File: config.mk
export PLATFORM = sky130hd
export DESIGN_NAME = capture_ctrl
export DESIGN_NICKNAME = d
export VERILOG_FILES = /design/src/rtl/capture_ctrl.sv
export SDC_FILE = /design/constraint.sdc
export NUM_CORES = 1
export LEC_CHECK = 0
export BUFFER_PORTS_ARGS = -buffer_cell sky130_fd_sc_hd__buf_2
export CORE_MARGIN = 10
export CORE_UTILIZATION = 30
export CTS_CLUSTER_DIAMETER = 150
export DETAILED_ROUTE_END_ITERATION = 10
export GPL_ROUTABILITY_DRIVEN = 0
export SLEW_MARGIN = 20
export SYNTH_ARGS = -nofsm -noshare
export SYNTH_HDL_FRONTEND = slang
export SYNTH_SLANG_ARGS = --single-unit
File: constraint.sdc
create_clock -name dclk -period 3.15 [get_ports dclk]
set_clock_uncertainty 0.1 [all_clocks]
set_input_delay 0.63 -clock dclk [delete_from_list [all_inputs] [get_ports dclk]]
set_output_delay 0.63 -clock dclk [all_outputs]
set_load 0.02 [all_outputs]
File: src/rtl/capture_ctrl.sv
// Sequences one armed acquisition (settle, optional trigger edge, num_words writes) into the capture RAM.
// All outputs registered; first write one cycle after CAPTURE entry; no backpressure, RAM always accepts.
module capture_ctrl #(
   parameter int ADDR_W = 12,
   parameter int SETTLE = 16
) (
   input  logic              dclk,
   input  logic              rst_n,
   input  logic              arm,
   input  logic              abort,
   input  logic              trig_mode,
   input  logic              trig,
   input  logic [ADDR_W:0]   num_words,
   input  logic [63:0]       wr_data,
   output logic              mem_we,
   output logic [ADDR_W-1:0] mem_addr,
   output logic [63:0]       mem_din,
   output logic              busy,
   output logic              done,
   output logic              err_len
);

   localparam int SW = (SETTLE > 1) ? $clog2(SETTLE) : 1;
   localparam logic [ADDR_W:0] DEPTH = {1'b1, {ADDR_W{1'b0}}};
   localparam logic [ADDR_W:0] ONE   = {{ADDR_W{1'b0}}, 1'b1};

   typedef enum logic [2:0] {
      S_IDLE,
      S_SETTLE,
      S_WAIT,
      S_CAP,
      S_DONE
   } state_t;

   state_t            state, state_nx;
   logic [SW-1:0]     settle_cnt, scnt_nx;
   logic [ADDR_W:0]   wcnt, wcnt_nx;
   logic [ADDR_W:0]   len, len_nx;
   logic              mode, mode_nx;
   logic              trig_d;
   logic              we_nx, busy_nx, done_nx, err_nx;
   logic [ADDR_W-1:0] addr_nx;
   logic [63:0]       din_nx;
   logic              len_ok, fire, last_word;

   assign len_ok    = (num_words != '0) && (num_words <= DEPTH);
   assign fire      = trig & ~trig_d;
   assign last_word = (wcnt == len - ONE);

   always_ff @(posedge dclk or negedge rst_n) begin
      if (!rst_n) state <= S_IDLE;
      else        state <= state_nx;
   end

   always_comb begin
      state_nx = state;
      if (abort) begin
         state_nx = S_IDLE;
      end else begin
         case (state)
            S_IDLE, S_DONE: if (arm && len_ok) state_nx = S_SETTLE;
            S_SETTLE:       if (settle_cnt == '0) state_nx = mode ? S_WAIT : S_CAP;
            S_WAIT:         if (fire) state_nx = S_CAP;
            S_CAP:          if (last_word) state_nx = S_DONE;
            default:        state_nx = S_IDLE;
         endcase
      end
   end

   always_comb begin
      we_nx   = 1'b0;
      addr_nx = mem_addr;
      din_nx  = mem_din;
      busy_nx = busy;
      done_nx = done;
      err_nx  = 1'b0;
      scnt_nx = settle_cnt;
      wcnt_nx = wcnt;
      len_nx  = len;
      mode_nx = mode;
      if (abort) begin
         busy_nx = 1'b0;
         done_nx = 1'b0;
         scnt_nx = '0;
         wcnt_nx = '0;
      end else begin
         case (state)
            S_IDLE, S_DONE: begin
               if (state == S_DONE) begin
                  busy_nx = 1'b0;
                  done_nx = 1'b1;
               end
               if (arm) begin
                  if (len_ok) begin
                     len_nx  = num_words;
                     mode_nx = trig_mode;
                     done_nx = 1'b0;
                     busy_nx = 1'b1;
                     scnt_nx = SW'(SETTLE - 1);
                  end else begin
                     err_nx = 1'b1;
                  end
               end
            end
            S_SETTLE: if (settle_cnt != '0) scnt_nx = settle_cnt - SW'(1);
            S_CAP: begin
               we_nx   = 1'b1;
               addr_nx = wcnt[ADDR_W-1:0];
               din_nx  = wr_data;
               wcnt_nx = last_word ? '0 : wcnt + ONE;
            end
            default: ;
         endcase
      end
   end

   always_ff @(posedge dclk or negedge rst_n) begin
      if (!rst_n) begin
         mem_we     <= 1'b0;
         mem_addr   <= '0;
         mem_din    <= '0;
         busy       <= 1'b0;
         done       <= 1'b0;
         err_len    <= 1'b0;
         settle_cnt <= '0;
         wcnt       <= '0;
         len        <= '0;
         mode       <= 1'b0;
         trig_d     <= 1'b0;
      end else begin
         mem_we     <= we_nx;
         mem_addr   <= addr_nx;
         mem_din    <= din_nx;
         busy       <= busy_nx;
         done       <= done_nx;
         err_len    <= err_nx;
         settle_cnt <= scnt_nx;
         wcnt       <= wcnt_nx;
         len        <= len_nx;
         mode       <= mode_nx;
         trig_d     <= trig;
      end
   end

endmodule

==> results.md <==
* Vias in the first global route at 4590
* Part of the power in registers at 0.366
* Xor/xnor share of the synthesized area at 0.0287
* Count of buffers from port buffering at 162
* MaxCap Viol Count at 0
* Clock power share at 0.302
* Max incr delay on CP at 0.64 ns
* Switching share of power at 0.368
* Hpwl dp at 10.3 mm
* Crit path max fanout at 7
* Row count at 47
* Main combinational cell family by area after synthesis: simple AND/OR/NAND/NOR gates
* Drt pass-1 iters at 4
* DR iter-0 viols at 203
* Switch Pwr at 0.00237 W
* Layout cell share with drive strength beyond 1 at 0.298
* Clock tree buffer depth at 2
* Antenna violations before repair at 1
* Adder-cell share of the synthesized area at 0.00724
* Worst vdd ir at 0.390 mV
* Post-route ant nets at 0
* Clock period minus final worst setup slack at 2.93 ns
* TritonCTS clock tree: yes
* Multi-input logic area at 2150 um^2
* Status: complete, no violations
* Final Slew Violations at 0
* Chip height at 151 um
* Grt total ovfl at 0
* Core area at 16800 um^2
* Crit Path Class: reg2reg
* Reg clk slew, reported paths at 0.05 ns
* Nets at 821
* Pwr dens at 937 nW/um^2
* Die ar. at 22900 um^2
* Drt wl/cell at 14.7 um
* Gates resized, CTS repair at 0
* CTS root buf: clkbuf_16
* Hold Buf Count CTS at 0
* Mapped Cells at 571
* First-pass GRT wire length at 23.1 mm
* Design area at 6870 um^2
* Worst setup EP type: flop
* Via count at 4369
* Setup tns final at 0 ns
* Storage cell area at 2880 um^2
* Power Internal at 0.00407 W
* Gr usage total at 0.127
* # IOs at 163
* Critical path, cell by cell: or4_1 -> or4_4 -> a211oi_2 -> nor3_1 -> nor4_4 -> nor2_2 -> a311o_1
* Worst-Skew Late Latency at 0.40 ns
* Total routed wirelength at 14.2 mm
* Hold WC Path Type: in2async
* Flops & latches, synth at 115
* Post-synthesis cell type count at 53
* Number of vias per cell at 4.52
* DRC at 0
* Post-Synthesis Net Count at 657
* Worst path top cell family by delay: simple AND/OR/NAND/NOR gates
* Syn. warnings at 0
* Initial Util at 0.309
* Final hold slack at 0.0742 ns
* TritonCTS Buffers at 17
* Mux contribution to synthesized area at 0.0278
* Syn_area_per_cell at 9.07 um^2
* Post-synth ARST share at 1.00
* Pin slew with the least headroom to its limit at 0.650 ns
* Gate power share at 0.333
* Setup crit start kind: flop
* Sequential element share of the synthesized area at 0.555
* Critical Path RT at 3.34 ns
* P&R area growth vs syn at 32.6%
* CP arrival at 3.12 ns
* Final number of setup-violating endpoints at 0
* RSZ-0062 raised after global routing: false
* Clk sinks at 115
* F_max at 341 MHz
* H-tree depth at 4
* Die Wd at 151 um
* Compound-Gate Fraction of Synth Area at 0.0749
* Cell Area, Synth at 5180 um^2
* Slowest CP cell: or4_1
* Fin crit share at 0.931
* Number of synthesized flops with an enable pin at 0
* Layout fillers at 1689
* Simple-gate portion of the synthesized area at 0.274
* Cell Area, Placed at 6270 um^2
* Largest net degree at the start of global routing at 61
* Leakage at 3.73 nW
* Crit path buf inv count at 0
* Endpoints failing hold at 0
* Ys flop type: dfrtp_1
* Slew margin rel. at 0.567
* Post-CTS Setup Repair Bufs at 0
-- sequential cells by signal (all words and copies together) (netlist names) --
| register | cells |
|---|---|
| done | 1 |
| len | 13 |
| err_len | 1 |
| settle_cnt | 4 |
| mem_din | 64 |
| state | 3 |
| mem_addr | 12 |
| mem_we | 1 |
| busy | 1 |
| mode | 1 |
| wcnt | 13 |
| trig_d | 1 |
-- cell type report --
class,instances,area share
diodes,1,0.000364
clock buffers,21,0.0670
well taps,220,0.0401
flip-flops and latches,115,0.419
clock inverters,9,0.0191
multi-input cells,416,0.313
repair buffers,174,0.135
inverters,11,0.00601
-- Yosys cell counts (3+ instances only) --
cell        n  area, um^2
nor4b_1     3        26.3
nor2_1     13        48.8
o31ai_1     4        30.0
nor4_1      7        43.8
ha_1        3        37.5
dfrtp_1   115        2880
mux2_2     11         124
nand2_1   244         916
a211oi_1    7        52.6
xnor2_1     7        61.3
clkbuf_1   21        78.8
a21o_1      6        45.0
nand3_1    11        55.1
buf_1       4        15.0
and3_1      5        31.3
o21ai_0    15        75.1
nor3_1      8        40.0
nand2b_1    9        56.3
a311oi_1    3        26.3
inv_1      10        37.5
nor2b_1     5        31.3
xor2_1     10        87.6
a21oi_1     8        40.0
or3_1       6        37.5
-- power groups by stage --
stage               Combinational (W)  Clock (W)  Sequential [W]
floorplan                    0.000892          0         0.00285
global placement              0.00216          0         0.00236
detailed placement            0.00219          0         0.00237
CTS                           0.00219    0.00200         0.00236
global route                  0.00238    0.00207         0.00244
finish                        0.00214    0.00194         0.00236
-- through the flow --
stage	worst slack, ns	std cells	utilization	power [W]
floorplan	0.216	571	-	0.00374
global placement	0.211	936	0.374	0.00452
detailed placement	0.214	936	0.374	0.00456
CTS	0.201	966	0.410	0.00655
global route	0.0427	966	0.410	0.00689
finish	0.216	967	0.410	0.00644
-- cell usage in the layout (no fill, tap or decap), types with 3 or more instances in the layout --
cell type / count
clkinvlp_4: 3
bufinv_16: 3
or3_1: 6
buf_4: 11
nor3_1: 8
a311oi_1: 3
xnor2_1: 7
xor2_1: 10
a211oi_1: 7
mux2_2: 11
nor4b_1: 3
clkbuf_16: 17
nand2b_1: 9
buf_2: 161
ha_1: 3
nor2b_1: 5
and3_1: 5
a21o_1: 6
nor4_1: 7
dfrtp_1: 115
nor2_1: 13
nand2_1: 244
o31ai_1: 4
o21ai_0: 15
a21oi_1: 8
nand3_1: 10
inv_1: 10
-- worst reg2reg max path: stages (launching register included) --
cell	delay, ns
dfrtp_1	0.43
or4_1	0.64
or4_4	0.52
a211oi_2	0.21
nor3_1	0.12
nor4_4	0.38
nor2_2	0.09
a311o_1	0.33
-- path summary, 6_finish.rpt --
kind / endpoint / cells after the start / start / slack (ns)
worst max-delay path: wcnt[6]$_DFFE_PN0P_ / 7 / len[4]$_DFFE_PN0P_ / 0.22
worst min-delay path: len[0]$_DFFE_PN0P_ / 1 / rst_n / 0.07
worst max register to register: wcnt[6]$_DFFE_PN0P_ / 7 / len[4]$_DFFE_PN0P_ / 0.22
worst min register to register: mem_din[30]$_DFFE_PN0P_ / 2 / mem_din[30]$_DFFE_PN0P_ / 0.36
max in group asynchronous: mem_din[26]$_DFFE_PN0P_ / 2 / rst_n / 2.03
min in group dclk: trig_d$_DFF_PN0_ / 1 / trig / 0.25
-- layer usage --
metal  GRT usage  up-vias  share of wire
li1            -     2198              -
met1       0.153     2055           0.43
met2       0.200      104           0.48
met3      0.0534       12          0.083
met4      0.0385        0         0.0088
met5           0        -              0
-- cell families (layout without fill, tap and decap cells) --
family,after synthesis,in the layout
xor gates and xnor gates,17,17
DFF,115,115
muxes,13,13
AOI/OAI and AO/OA,57,57
adders and majority gates,3,3
and+or+nand+nor,326,326
buffers and inverters,40,215
other,0,1
No activity file was read; power rests on OpenSTA's default activity.
